**config.mk**
```make
export PLATFORM = sky130hd
export DESIGN_NAME = serial_mag_compare_ctrl
export DESIGN_NICKNAME = d
export VERILOG_FILES = /design/src/rtl/serial_mag_compare_ctrl.sv
export SDC_FILE = /design/constraint.sdc
export NUM_CORES = 1
export LEC_CHECK = 0
export ABC_AREA = 1
export BUFFER_PORTS_ARGS = -buffer_cell sky130_fd_sc_hd__buf_2
export CORE_MARGIN = 5
export CORE_UTILIZATION = 30
export CTS_CLUSTER_DIAMETER = 50
export CTS_CLUSTER_SIZE = 10
export DETAILED_ROUTE_END_ITERATION = 6
export SYNTH_ARGS = -nofsm -noshare
export SYNTH_HDL_FRONTEND = slang
export SYNTH_SLANG_ARGS = --single-unit
```
**constraint.sdc**
```tcl
create_clock -name clk -period 2.8 [get_ports clk]
set_clock_uncertainty 0.05 [all_clocks]
set_input_delay 0.14 -clock clk [delete_from_list [all_inputs] [get_ports clk]]
set_output_delay 0.14 -clock clk [all_outputs]
set_load 0.02 [all_outputs]
```
**src/rtl/serial_mag_compare_ctrl.sv**
```systemverilog
// Serial magnitude comparator: walks two WIDTH-bit operands MSB-first, one 2-bit
// digit per clock, and reports gt/eq/lt on c0/c1/c2 with a one-cycle done pulse.
module serial_mag_compare_ctrl #(
  parameter int WIDTH      = 8,
  parameter bit EARLY_EXIT = 1'b1
) (
  input  logic                                                  clk,
  input  logic                                                  rst_n,
  input  logic                                                  start,
  input  logic [WIDTH-1:0]                                      a,
  input  logic [WIDTH-1:0]                                      b,
  output logic                                                  busy,
  output logic                                                  done,
  output logic                                                  c0,
  output logic                                                  c1,
  output logic                                                  c2,
  output logic [(((WIDTH/2) > 1) ? $clog2(WIDTH/2) : 1)-1:0]    digit
);

  localparam int DIGITS = WIDTH / 2;
  localparam int DW     = (DIGITS > 1) ? $clog2(DIGITS) : 1;

  generate
    if (WIDTH < 2 || (WIDTH % 2) != 0) begin : g_bad_width
      $error("serial_mag_compare_ctrl: WIDTH must be even and >= 2");
    end
  endgenerate

  typedef enum logic [1:0] {IDLE, COMPARE, DONE} state_t;

  state_t           state, state_next;
  logic [WIDTH-1:0] sh_a, sh_b;
  logic             found, found_gt;
  logic [1:0]       cur_a, cur_b;
  logic             diff, last, go_done, res_found, res_gt;

  assign cur_a = sh_a[2*digit +: 2];
  assign cur_b = sh_b[2*digit +: 2];
  assign busy  = (state == COMPARE);
  assign done  = (state == DONE);

  // The first differing digit decides the result; later digits are only
  // scanned (and ignored) when EARLY_EXIT is off.
  always_comb begin
    diff       = (cur_a != cur_b);
    last       = (digit == '0);
    res_found  = found | diff;
    res_gt     = found ? found_gt : (cur_a > cur_b);
    go_done    = last || (EARLY_EXIT && diff);
    state_next = state;
    case (state)
      IDLE:    if (start) state_next = COMPARE;
      COMPARE: if (go_done) state_next = DONE;
      DONE:    state_next = IDLE;
      default: state_next = IDLE;
    endcase
  end

  always_ff @(posedge clk or negedge rst_n) begin
    if (!rst_n) state <= IDLE;
    else        state <= state_next;
  end

  always_ff @(posedge clk or negedge rst_n) begin
    if (!rst_n) begin
      sh_a     <= '0;
      sh_b     <= '0;
      digit    <= '0;
      found    <= 1'b0;
      found_gt <= 1'b0;
      c0       <= 1'b0;
      c1       <= 1'b0;
      c2       <= 1'b0;
    end else begin
      case (state)
        IDLE: begin
          if (start) begin
            sh_a     <= a;
            sh_b     <= b;
            digit    <= DW'(DIGITS - 1);
            found    <= 1'b0;
            found_gt <= 1'b0;
            c0       <= 1'b0;
            c1       <= 1'b0;
            c2       <= 1'b0;
          end
        end
        COMPARE: begin
          if (diff && !found) begin
            found    <= 1'b1;
            found_gt <= (cur_a > cur_b);
          end
          if (go_done) begin
            c0 <= res_found & res_gt;
            c1 <= ~res_found;
            c2 <= res_found & ~res_gt;
          end else begin
            digit <= digit - 1'b1;
          end
        end
        default: ;
      endcase
    end
  end

endmodule

```
# --- After elaboration in Yosys (flattened, before gate mapping) ---
# Cells that the tools add are included.
classes:
  n_addsub: 1
  order_cmp: 1
  n_eq_ne: 7
  shift: 2
  muxes: 18
  bitwise_logic: 5
  n_reduce_logical: 11
ops:
  columns: ["operator", "count"]
  rows:
  - ["8-bit by 4-bit variable part select with 2-bit output", 2]
  - ["1-bit case mux with 2 select lines", 5]
  - ["3-bit AND reduction", 3]
  - ["2-bit two-way mux", 4]
  - ["2-bit case mux with 2 select lines", 2]
  - ["1-bit two-way mux", 7]
  - ["2-bit zero test", 2]
  - ["2-bit by 1-bit != test with 1-bit output (second input constant)", 2]
  - ["2-bit != test (second input constant)", 2]
  - ["2-bit AND reduction", 2]
  - ["1-bit AND", 2]
  - ["2-bit by 1-bit equality test with 1-bit output (second input constant)", 1]
  - ["2-bit equality test (second input constant)", 1]
  - ["2-bit > comparator", 1]
  - ["2-bit != test", 1]
  - ["1-bit inverter", 2]
  - ["2-bit nonzero test", 1]
  - ["2-bit by 1-bit subtractor with 2-bit output (second input constant)", 1]
  - ["1-bit logical AND", 1]
  - ["1-bit zero test", 1]
  - ["1-bit logical OR", 1]
  - ["1-bit bitwise OR", 1]
word_totals:
  register_bits: 25
  inputBits: 19
  output_inout_bits: 7

# --- Logic depth before layout (Yosys ltp) ---
# Gate-level depths: netlist (run 1).
depth:
  depth_word: 7
  depth_mapped: 12
  ltp_nobuf: 12

# --- Least setup slack after synthesis (run 1) ---
# Ideal clock, no wire load.
synth_path:
  path_type: "register to register"
  startpoint: "register digit[0] in the netlist's numbering"
  endpoint: "register c2"
  setup_time_ns: 0.126
  arrival_time_ns: 1.717
  slack_ns: 0.907
  stages_incl_launch_ff: 11
  synth_period_minus_slack_ns: 1.893
  cell_sequence: "dfrtp_1 -> clkinv_1 -> o21ai_0 -> o22ai_1 -> ha_1 -> nand2_1 -> nor2_4 -> nand2_2 -> nand2_1 -> nand2_1 -> o21ai_0"
synth_between:
  elab_chain_cells: 7
synth_lines:
  columns: ["item", "line_no", "rtl"]
  rows:
  - ["start, declared", "17", "output logic [(((WIDTH/2) > 1) ? $clog2(WIDTH/2) : 1)-1:0] digit"]
  - ["start signal, assigned", "80", "digit <= DW'(DIGITS - 1);"]
  - ["start signal, assigned", "98", "digit <= digit - 1'b1;"]
  - ["8-bit by 4-bit variable part select with 2-bit output, on equally long branches", "37, 38", null]
  - ["2-bit > comparator", "48", "res_gt = found ? found_gt : (cur_a > cur_b);"]
  - ["1-bit two-way mux", "48", null]
  - ["1-bit inverter", "96", "c2 <= res_found & ~res_gt;"]
  - ["1-bit AND", "96", null]
  - ["1-bit two-way mux", "93", "if (go_done) begin"]
  - ["1-bit case mux with 2 select lines", "75", "case (state)"]
  - ["end signal, assigned", "96", null]
  - ["end, declared", "16", "output logic c2,"]
# Parallel ways exist; a longest one is shown, timed or not. The select of a mux whose other input is x is not followed.
# A chain may end at the register's enable or synchronous reset.

# --- Final worst setup path (run 1) ---
# Ends and elaborated chain as after synthesis.

==> impl_metrics.json, run 1 <==
{
  "detailroute.via_count": 1004,
  "cts.htree.levels": 1,
  "gr-total-overflow": 0,
  "share_of_the_cycle_needed_by_the_critical_path_after_routing_pct": 76.9,
  "power_frac_comb_pct": 50.0,
  "synth_largest_type_area_fraction_pct": 52.1,
  "r2r.worst_path.cells": 11,
  "synth.yosys.seq_area_share_pct": 52.1,
  "syn-instance-count": 152,
  "p_leak_nw": 0.784,
  "top_ff_cell_synth": "dfrtp_1",
  "worstSkewPairLatency_ns": 0.26,
  "detail_route.first_pass.iterations": 4,
  "worst_ir_drop_vdd_uv": 434,
  "power.sequential.fraction_pct": 37.5,
  "avgViaCountPerCell": 4.38,
  "postCtsSetupRepairBufs": 0,
  "worst_hold_path.endpoint": "sh_b[7]",
  "synth_edf_count": 0,
  "synth_most_common_cell": "nand2_1",
  "antenna_cells_inserted": 0,
  "arrival_ns": 2.26,
  "post_cts_resized": 0,
  "drt_drc_violations_left": 0,
  "number_of_buffers_added_by_the_clock_tree_synthesis_step": 3,
  "synth_top_cells_by_area": "dfrtp_1 (52%), nand2_1 (22%), o21ai_0 (4.6%), nor2_1 (4.1%), ha_1 (3.1%)",
  "timing.setup.tns_ns": 0,
  "min_path_type": "in -> reg",
  "final_core_util_pct": 36.0,
  "final-hold-violation-count": 0,
  "min_path_cells": 3,
  "postSynth.asyncResetShare_pct": 100,
  "internal_power_mw": 0.919,
  "clock_sink_count": 25,
  "clock-root-buffer": "clkbuf_8",
  "max-cap-violations": 0,
  "clk_path_buf_depth": 2,
  "outcome": "complete, no violations",
  "cp.required_ns": 2.90,
  "maxSlewViolCount": 0,
  "placeableCoreArea_um2": 3940,
  "timing.critical_path.from_type": "flop",
  "grt_use_total_pct": 10.1,
  "postSynthRegisterBits": 25,
  "die_height_um": 73.3,
  "grt_pass1_wl_um": 4260,
  "cp-end-kind": "flop",
  "grt_pass1_vias": 1006,
  "cell_rows": 23,
  "areaGrowthSynthToFinish_pct": 18.0,
  "postRouteAntennaNets": 0,
  "regToRegStartpoint": "digit[0]",
  "timing.reg2reg.setup_slack_ns": 0.65,
  "worst_r2r_endpoint": "c2",
  "power.clock.fraction_pct": 12.5,
  "finalWeightedCongestion": 0.780,
  "tightest_slew_ns": 0.540,
  "drt_iter0_markers": 56,
  "unrepaired_setup_endpoints_after_global_routing": "no",
  "fin_total_pwr_mw": 1.67,
  "initial_antenna_violation_count": 0,
  "tritoncts_clock_tree": "done",
  "syn-mean-instance-area_um2": 7.90,
  "final_period_minus_worst_setup_slack_ns": 2.15,
  "synthesis.nets": 174,
  "hpwlAfterDp_um": 1820,
  "post_synth_instance_area_um2": 1200,
  "io_buffer_count": 25,
  "cell_types_with_the_highest_counts_after_synthesis": "nand2_1 (69), dfrtp_1 (25), nor2_1 (13), o21ai_0 (11), inv_1 (9)",
  "initial_core_util_pct": 30.5,
  "num_io_pins": 26,
  "grt_max_degree": 26,
  "crit_path_max_fanout": 13,
  "timing.setup.critical_path_class": "reg -> reg",
  "fin_nets": 202,
  "worst_hold_startpoint": "b[7]",
  "worst_slew_margin_pct": 64.0,
  "netSwitchingFraction_pct": 44.8,
  "final_setup_violating_endpoints": 0,
  "netlist.top_cell.by_area": "dfrtp_1",
  "die_area_um2": 5370,
  "wl_per_cell_um": 10.5,
  "die_width_um": 73.3,
  "achievable_clock_frequency_ghz": 0.464,
  "netSwitchingPower_mw": 0.747,
  "synth_cell_types": 20,
  "final_routed_wirelength_across_all_metal_layers_um": 2410,
  "power-per-cell-area_nw_per_um2": 1180,
  "worst_setup_hold_path_clk_slew_ns": 0.08,
  "drive_gt1_share_pct": 20.1,
  "fillers": 424,
  "yosys_warnings": 0
}
-- flip-flops by register name, indices dropped and copies added, names as in the netlist --
| signal | cells |
|---|---|
| sh_b | 8 |
| sh_a | 8 |
| state | 2 |
| c0 | 1 |
| digit | 2 |
| found | 1 |
| found_gt | 1 |
| c1 | 1 |
| c2 | 1 |
-- repair_timing --
item	CTS	global route
setup endpoints to repair	0	0
hold buffers	1	0
endpoints found under the hold margin	25	0
-- power by group through the flow --
stage	sequential (mW)	clock (mW)	combinational, mW
6_report	0.625	0.208	0.833
5_1_grt	0.646	0.230	0.985
4_1_cts	0.626	0.218	0.853
3_5_place_dp	0.630	0	0.845
3_3_place_gp	0.633	0	0.838
2_1_floorplan	0.623	0	0.667
-- area by class of cell --
class                   count  area [um^2]  share of cell area, %
inverters                  12         47.5                   3.35
repair buffers             26          135                   9.53
multi-input cells         112          500                   35.3
clock inverters             1         5.00                  0.353
well taps                  50         62.6                   4.41
clock buffers               3         41.3                   2.91
flip-flops and latches     25          626                   44.1
-- worst max-delay path by stage --
stage,from,end,depth (start not counted)
2_1_floorplan,digit[0],c2,10
3_3_place_gp,digit[0],c2,11
3_5_place_dp,digit[0],c2,10
4_1_cts,digit[0],c2,11
5_1_grt,digit[0],c2,10
6_report,digit[0],c2,11
-- cells in the final DEF, fill, tap and decap left out --
cell type	count
nor2_4	1
clkinv_1	1
nand2_4	1
dfrtp_1	25
nand3_1	4
ha_1	3
nand4_1	1
inv_1	9
clkbuf_8	3
a21oi_1	3
dlygate4sd3_1	1
inv_4	1
clkinv_2	1
nor2_2	1
o22ai_1	2
nand2_1	69
inv_2	1
nand2_2	2
o21ai_0	11
o21ai_1	1
buf_2	25
nor2_1	13
-- per-stage QoR --
stage	cells	setup WS (ns)	hold WS [ns]	area (um^2)
final	229	0.645	0.0101	1420
after detailed placement	224	0.650	0.111	1360
after global routing	229	0.397	0.00682	1420
after floorplan	152	0.907	-0.206	1200
after global placement	224	0.725	0.114	1360
after CTS	229	0.626	0.00248	1420
-- logic make-up after synthesis --
family,count (synthesis),synth area share [%]
AOI/OAI and AO/OA,17,7.29
adders and majority gates,3,3.13
buffers and inverters,15,6.25
DFF,25,52.1
and+or+nand+nor,92,31.3
-- worst max-delay path, cell delays in order, from the launching register on --
cell      delay, ns
dfrtp_1        0.55
clkinv_1       0.28
nor2_1         0.17
nor2_1         0.06
a21oi_1        0.13
ha_1           0.28
nand2_1        0.16
nor2_4         0.05
nand2_2        0.08
nand2_1        0.09
nand2_1        0.07
o21ai_0        0.07
-- routing by layer --
layer / routed length, um / part of all wire [%] / vias to the layer above / track usage, %
li1: - / - / 529 / -
met1: 1170 / 48 / 454 / 13.2
met2: 1090 / 45 / 19 / 15.6
met3: 141 / 5.8 / 2 / 3.97
met4: 19 / 0.79 / 0 / 2.87
met5: 0 / 0 / - / 0
Power figures use the tool's default switching activity.
==> run 2: changes to the inputs <==
- clock period: 2.8 -> 1.99 ns (I/O delays scaled with it)
==> impl_metrics.json, run 2 (synthesized netlist as in run 1, its figures left out) <==
{
  "largest_registers": "sh_a x8, sh_b x8",
  "fin_worst_hold_slack_ns": 0.209,
  "placement.cell_area_um2": 1370,
  "arrival_ns": 1.92,
  "clk_path_buf_depth": 2,
  "gr-total-overflow": 0,
  "maxSlewViolCount": 0,
  "netSwitchingPower_mw": 1.10,
  "layout.cells.most_common": "nand2_1",
  "timing.critical_path.from_type": "flop",
  "number_of_buffers_added_by_the_clock_tree_synthesis_step": 3,
  "power-per-cell-area_nw_per_um2": 1550,
  "clock_sink_count": 25,
  "outcome": "complete, no violations",
  "worst_path_largest_cell_delay_ns": 0.41,
  "timing.setup.critical_path_class": "reg -> reg",
  "tritoncts_clock_tree": "done",
  "p_leak_nw": 0.863,
  "stdcell_area_um2": 1610,
  "worstSkewPairLatency_ns": 0.27,
  "max-cap-violations": 0,
  "cp-end-kind": "flop",
  "antenna_cells_inserted": 0,
  "grt_pass1_wl_um": 4440,
  "die_height_um": 73.3,
  "wl_per_cell_um": 10.2,
  "drive_gt1_share_pct": 20.8,
  "worst_ir_drop_vdd_uv": 517,
  "initial_antenna_violation_count": 0,
  "detailroute.via_count": 1065,
  "min_path_type": "in -> reg",
  "timing.final.ws_setup_ns": 0.173,
  "grt_pass1_vias": 1032,
  "timing.setup.tns_ns": 0,
  "netSwitchingFraction_pct": 44.3,
  "unrepaired_setup_endpoints_after_global_routing": "no",
  "cts.htree.levels": 1,
  "io_buffer_count": 25,
  "final_period_minus_worst_setup_slack_ns": 1.82,
  "areaGrowthSynthToFinish_pct": 33.6,
  "achievable_clock_frequency_ghz": 0.550,
  "grt_use_total_pct": 10.5,
  "worst_setup_hold_path_clk_slew_ns": 0.09,
  "final-hold-violation-count": 0,
  "grt_max_degree": 26,
  "share_of_the_cycle_needed_by_the_critical_path_after_routing_pct": 91.3,
  "hpwlAfterDp_um": 1810,
  "power.clock.fraction_pct": 12.4,
  "final_routed_wirelength_across_all_metal_layers_um": 2530,
  "fin_nets": 220,
  "detail_route.first_pass.iterations": 4,
  "drt_iter0_markers": 38,
  "finalWeightedCongestion": 0.781,
  "postRouteAntennaNets": 0,
  "placeableCoreArea_um2": 3940,
  "critical-path-top-delay-family": "simple AND/OR/NAND/NOR gates",
  "final_core_util_pct": 40.7,
  "avgViaCountPerCell": 4.31,
  "crit_path_max_fanout": 12,
  "drt_drc_violations_left": 0,
  "final_cell_mix": "nand2_1 (68), dfrtp_1 (25), buf_2 (25)",
  "tightest_slew_ns": 0.556,
  "die_area_um2": 5370,
  "dp_worst_setup_slack_ns": 0.0595,
  "cell_rows": 23,
  "worstPathCellList": "buf_6 > o21ai_2 > nor2_1 > a21oi_1 > ha_1 > nand2_2 > nor2_4 > nand2_2 > nand2_1 > nand2_1 > o21ai_0",
  "power.sequential.fraction_pct": 35.1,
  "worst_slew_margin_pct": 63.0,
  "die_width_um": 73.3,
  "num_io_pins": 26,
  "internal_power_mw": 1.38,
  "clock-root-buffer": "clkbuf_8",
  "initial_core_util_pct": 30.5,
  "power_frac_comb_pct": 52.5,
  "path_buf_inv": 1,
  "crit_path_max_delay_cell_type": "dfrtp_1",
  "cp.required_ns": 2.10,
  "final_setup_violating_endpoints": 0
}
-- run 2: cell types whose count changed in the layout (fill, tap and decap cells not counted), sizes merged --
| cell | delta |
|---|---|
| dlygate4sd3 | +16 |
| buf | +2 |
| clkinv | -2 |
| clkinvlp | +1 |
| inv | +1 |
-- run 2: power groups by stage --
stage                     Clock (mW)  Combinational, mW  Sequential [mW]
final                          0.308               1.31            0.872
after global routing           0.336               1.51            0.905
after CTS                      0.319               1.24            0.867
after detailed placement           0               1.21            0.874
after global placement             0               1.20            0.872
after floorplan                    0              0.939            0.877
-- run 2: timing repair --
item / in CTS / in global routing
setup buffers: 0 / 1
resized for setup: 0 / 8
endpoints found under the setup margin: 0 / 6
endpoints found under the hold margin: 41 / 0
hold buffers: 17 / 0
-- run 2: metrics by stage --
step                total power [mW]  cells
detailed placement              2.09    225
finish                          2.49    247
global route                    2.76    247
global placement                2.08    225
CTS                             2.43    246
floorplan                       1.82    152
-- run 2: final cells by class --
| type | instances | area, um^2 |
|---|---|---|
| tap | 50 | 62.6 |
| clock buffer | 3 | 41.3 |
| clock inverter | 1 | 7.51 |
| multi-input combinational | 112 | 507 |
| sequential | 25 | 626 |
| fill | 403 | 2340 |
| timing repair buffer | 44 | 314 |
| inverter | 12 | 47.5 |
-- run 2: per-layer routing --
| layer | global-route usage [%] | up-vias | part of all wire, % |
|---|---|---|---|
| met4 | 3.69 | 0 | 1.3 |
| met3 | 2.05 | 5 | 5.4 |
| met5 | 0 | - | 0 |
| met2 | 17.0 | 22 | 44 |
| li1 | - | 565 | - |
| met1 | 13.8 | 473 | 49 |
-- run 2: worst min-delay path: cells and delay by family --
family	cells	cell delay, ns
buffers and inverters	1	0.11
AND/OR/NAND/NOR	3	0.28
-- run 2: final timing paths --
kind	slack, ns	cells after the start	to	startpoint
max in group asynchronous	1.23	2	sh_b[7]	rst_n
min in group asynchronous	0.30	2	digit[0]	rst_n
max reg2reg	0.17	11	c2	digit[0]
max	0.17	11	c2	digit[0]
min reg2reg	0.43	2	c1	c1
min	0.21	4	sh_a[6]	start
==> run 3: changes to the inputs <==
--- a/config.mk
+++ b/config.mk
@@ -14,2 +14,3 @@
 export DETAILED_ROUTE_END_ITERATION = 6
+export SKIP_CTS_REPAIR_TIMING = 1
 export SYNTH_ARGS = -nofsm -noshare
--- a/constraint.sdc
+++ b/constraint.sdc
@@ -4,2 +4,2 @@
 set_output_delay 0.0995 -clock clk [all_outputs]
-set_load 0.02 [all_outputs]
+set_load 0.05 [all_outputs]
==> impl_metrics.json, run 3 (synthesized netlist as in run 1, its figures left out) <==
{
  "r2r.worst_path.cells": 10,
  "path_buf_inv": 1,
  "fin_nets": 215,
  "avgViaCountPerCell": 4.33,
  "detailroute.via_count": 1047,
  "fillers": 412,
  "tritoncts_clock_tree": "done",
  "layout.cells.most_common": "nand2_1",
  "achievable_clock_frequency_ghz": 0.526,
  "initial_core_util_pct": 30.5,
  "failed_checks": "hold timing",
  "power.sequential.fraction_pct": 33.2,
  "final_routed_wirelength_across_all_metal_layers_um": 2620,
  "hpwlAfterDp_um": 1890,
  "worstSkewPairLatency_ns": 0.26,
  "grt_pass1_vias": 979,
  "min_path_cells": 3,
  "worst_ir_drop_vdd_uv": 707,
  "worst_slew_margin_pct": 64.2,
  "die_height_um": 73.3,
  "worst_r2r_endpoint": "c0",
  "netSwitchingPower_mw": 1.27,
  "cp-end-kind": "flop",
  "arrival_ns": 2.06,
  "tightest_slew_ns": 0.536,
  "num_io_pins": 26,
  "power_frac_comb_pct": 55.7,
  "power-per-cell-area_nw_per_um2": 1670,
  "worst_path_largest_cell_delay_ns": 0.42,
  "timing.final.ws_setup_ns": 0.0892,
  "grt_pass1_wl_um": 4350,
  "areaGrowthSynthToFinish_pct": 31.6,
  "io_buffer_count": 25,
  "regToRegStartpoint": "digit[0]",
  "gr-total-overflow": 0,
  "share_of_the_cycle_needed_by_the_critical_path_after_routing_pct": 95.5,
  "grt_max_degree": 26,
  "grt_use_total_pct": 10.5,
  "final-hold-violation-count": 5,
  "final_cell_mix": "nand2_1 (66), buf_2 (25), dfrtp_1 (24)",
  "outcome": "finished, violations left",
  "cp.required_ns": 2.14,
  "netSwitchingFraction_pct": 47.9,
  "worst_setup_hold_path_clk_slew_ns": 0.08,
  "worst_hold_path.endpoint": "sh_a[5]",
  "clock-root-buffer": "clkbuf_8",
  "wl_per_cell_um": 10.8,
  "die_width_um": 73.3,
  "clk_path_buf_depth": 2,
  "antenna_cells_inserted": 0,
  "drt_iter0_markers": 67,
  "critical-path-top-delay-family": "simple AND/OR/NAND/NOR gates",
  "final_setup_violating_endpoints": 0,
  "timing.setup.tns_ns": 0,
  "timing.reg2reg.setup_slack_ns": 0.09,
  "crit_path_max_delay_cell_type": "dfrtp_2",
  "number_of_buffers_added_by_the_clock_tree_synthesis_step": 3,
  "placeableCoreArea_um2": 3940,
  "min_path_type": "in -> reg",
  "power.clock.fraction_pct": 11.0,
  "final_core_util_pct": 40.1,
  "maxSlewViolCount": 0,
  "crit_path_max_fanout": 8,
  "worstPathCellList": "clkinvlp_4 > o21ai_1 > o22ai_1 > ha_1 > nand2_2 > nor2_4 > nand2_4 > nand2_2 > nand2_1 > nand2_1",
  "die_area_um2": 5370,
  "sequential_cell_area_um2": 627,
  "worst_hold_startpoint": "a[5]",
  "detail_route.first_pass.iterations": 4,
  "fin_worst_hold_slack_ns": -0.0246,
  "initial_antenna_violation_count": 0,
  "finalWeightedCongestion": 0.820,
  "postRouteAntennaNets": 0,
  "timing.setup.critical_path_class": "reg -> reg",
  "largest_registers": "sh_a x8, sh_b x8",
  "clock_sink_count": 25,
  "cts.htree.levels": 1,
  "multi_input_comb_area_um2": 534,
  "timing.critical_path.from_type": "flop",
  "internal_power_mw": 1.38,
  "p_leak_nw": 0.846,
  "drt_drc_violations_left": 0,
  "max-cap-violations": 0,
  "final_period_minus_worst_setup_slack_ns": 1.90,
  "cell_rows": 23,
  "dp_worst_setup_slack_ns": 0.0518,
  "drive_gt1_share_pct": 25.0,
  "unrepaired_setup_endpoints_after_global_routing": "yes"
}
run 3: cell count changes in the layout (fill, tap and decap cells not counted), sizes merged:
cell and delta:
dlygate4sd3 -5, inv -1, clkbuf +1
run 3: cell type report:
type                            count  area share, %
Sequential cell                    25           39.7
Timing Repair Buffer               39           16.5
Clock buffer                        4           2.85
Inverter                           12           3.25
Multi-Input combinational cell    112           33.8
Tap cell                           50           3.96
run 3: metal layers:
layer / routed length, um / share of wire (%) / track usage (%) / vias to the layer above
met4: 23 / 0.88 / 3.07 / 0
li1: - / - / - / 553
met2: 1200 / 46 / 17.1 / 22
met1: 1200 / 46 / 12.9 / 470
met3: 198 / 7.6 / 3.83 / 2
met5: 0 / 0 / 0 / -
run 3: worst max-delay path by stage:
stage          startpoint  to  slack (ns)  depth (start not counted)
5_1_grt          digit[0]  c2       -0.06                         10
2_1_floorplan    digit[1]  c2        0.02                         10
6_report         digit[0]  c0        0.09                         10
3_5_place_dp     digit[0]  c2        0.05                         10
4_1_cts          digit[0]  c2        0.02                         10
3_3_place_gp     digit[0]  c2        0.08                         10
run 3: metrics by stage:
step,instance area (um^2),power [mW],cells
after floorplan,1200,1.92,152
after global placement,1370,2.19,225
after detailed placement,1370,2.20,225
after CTS,1420,2.50,229
after global routing,1580,2.92,242
final,1580,2.64,242
run 3: power groups by stage:
stage	registers, mW	clock network (mW)	logic, mW
3_3_place_gp	0.877	0	1.31
2_1_floorplan	0.945	0	0.975
6_report	0.879	0.292	1.47
4_1_cts	0.868	0.303	1.33
3_5_place_dp	0.878	0	1.32
5_1_grt	0.907	0.318	1.69
run 3: tightest hold or removal path, cell delays in order:
cell and delay (ns):
buf_2 0.07, nand2_1 0.04, nand2_1 0.04
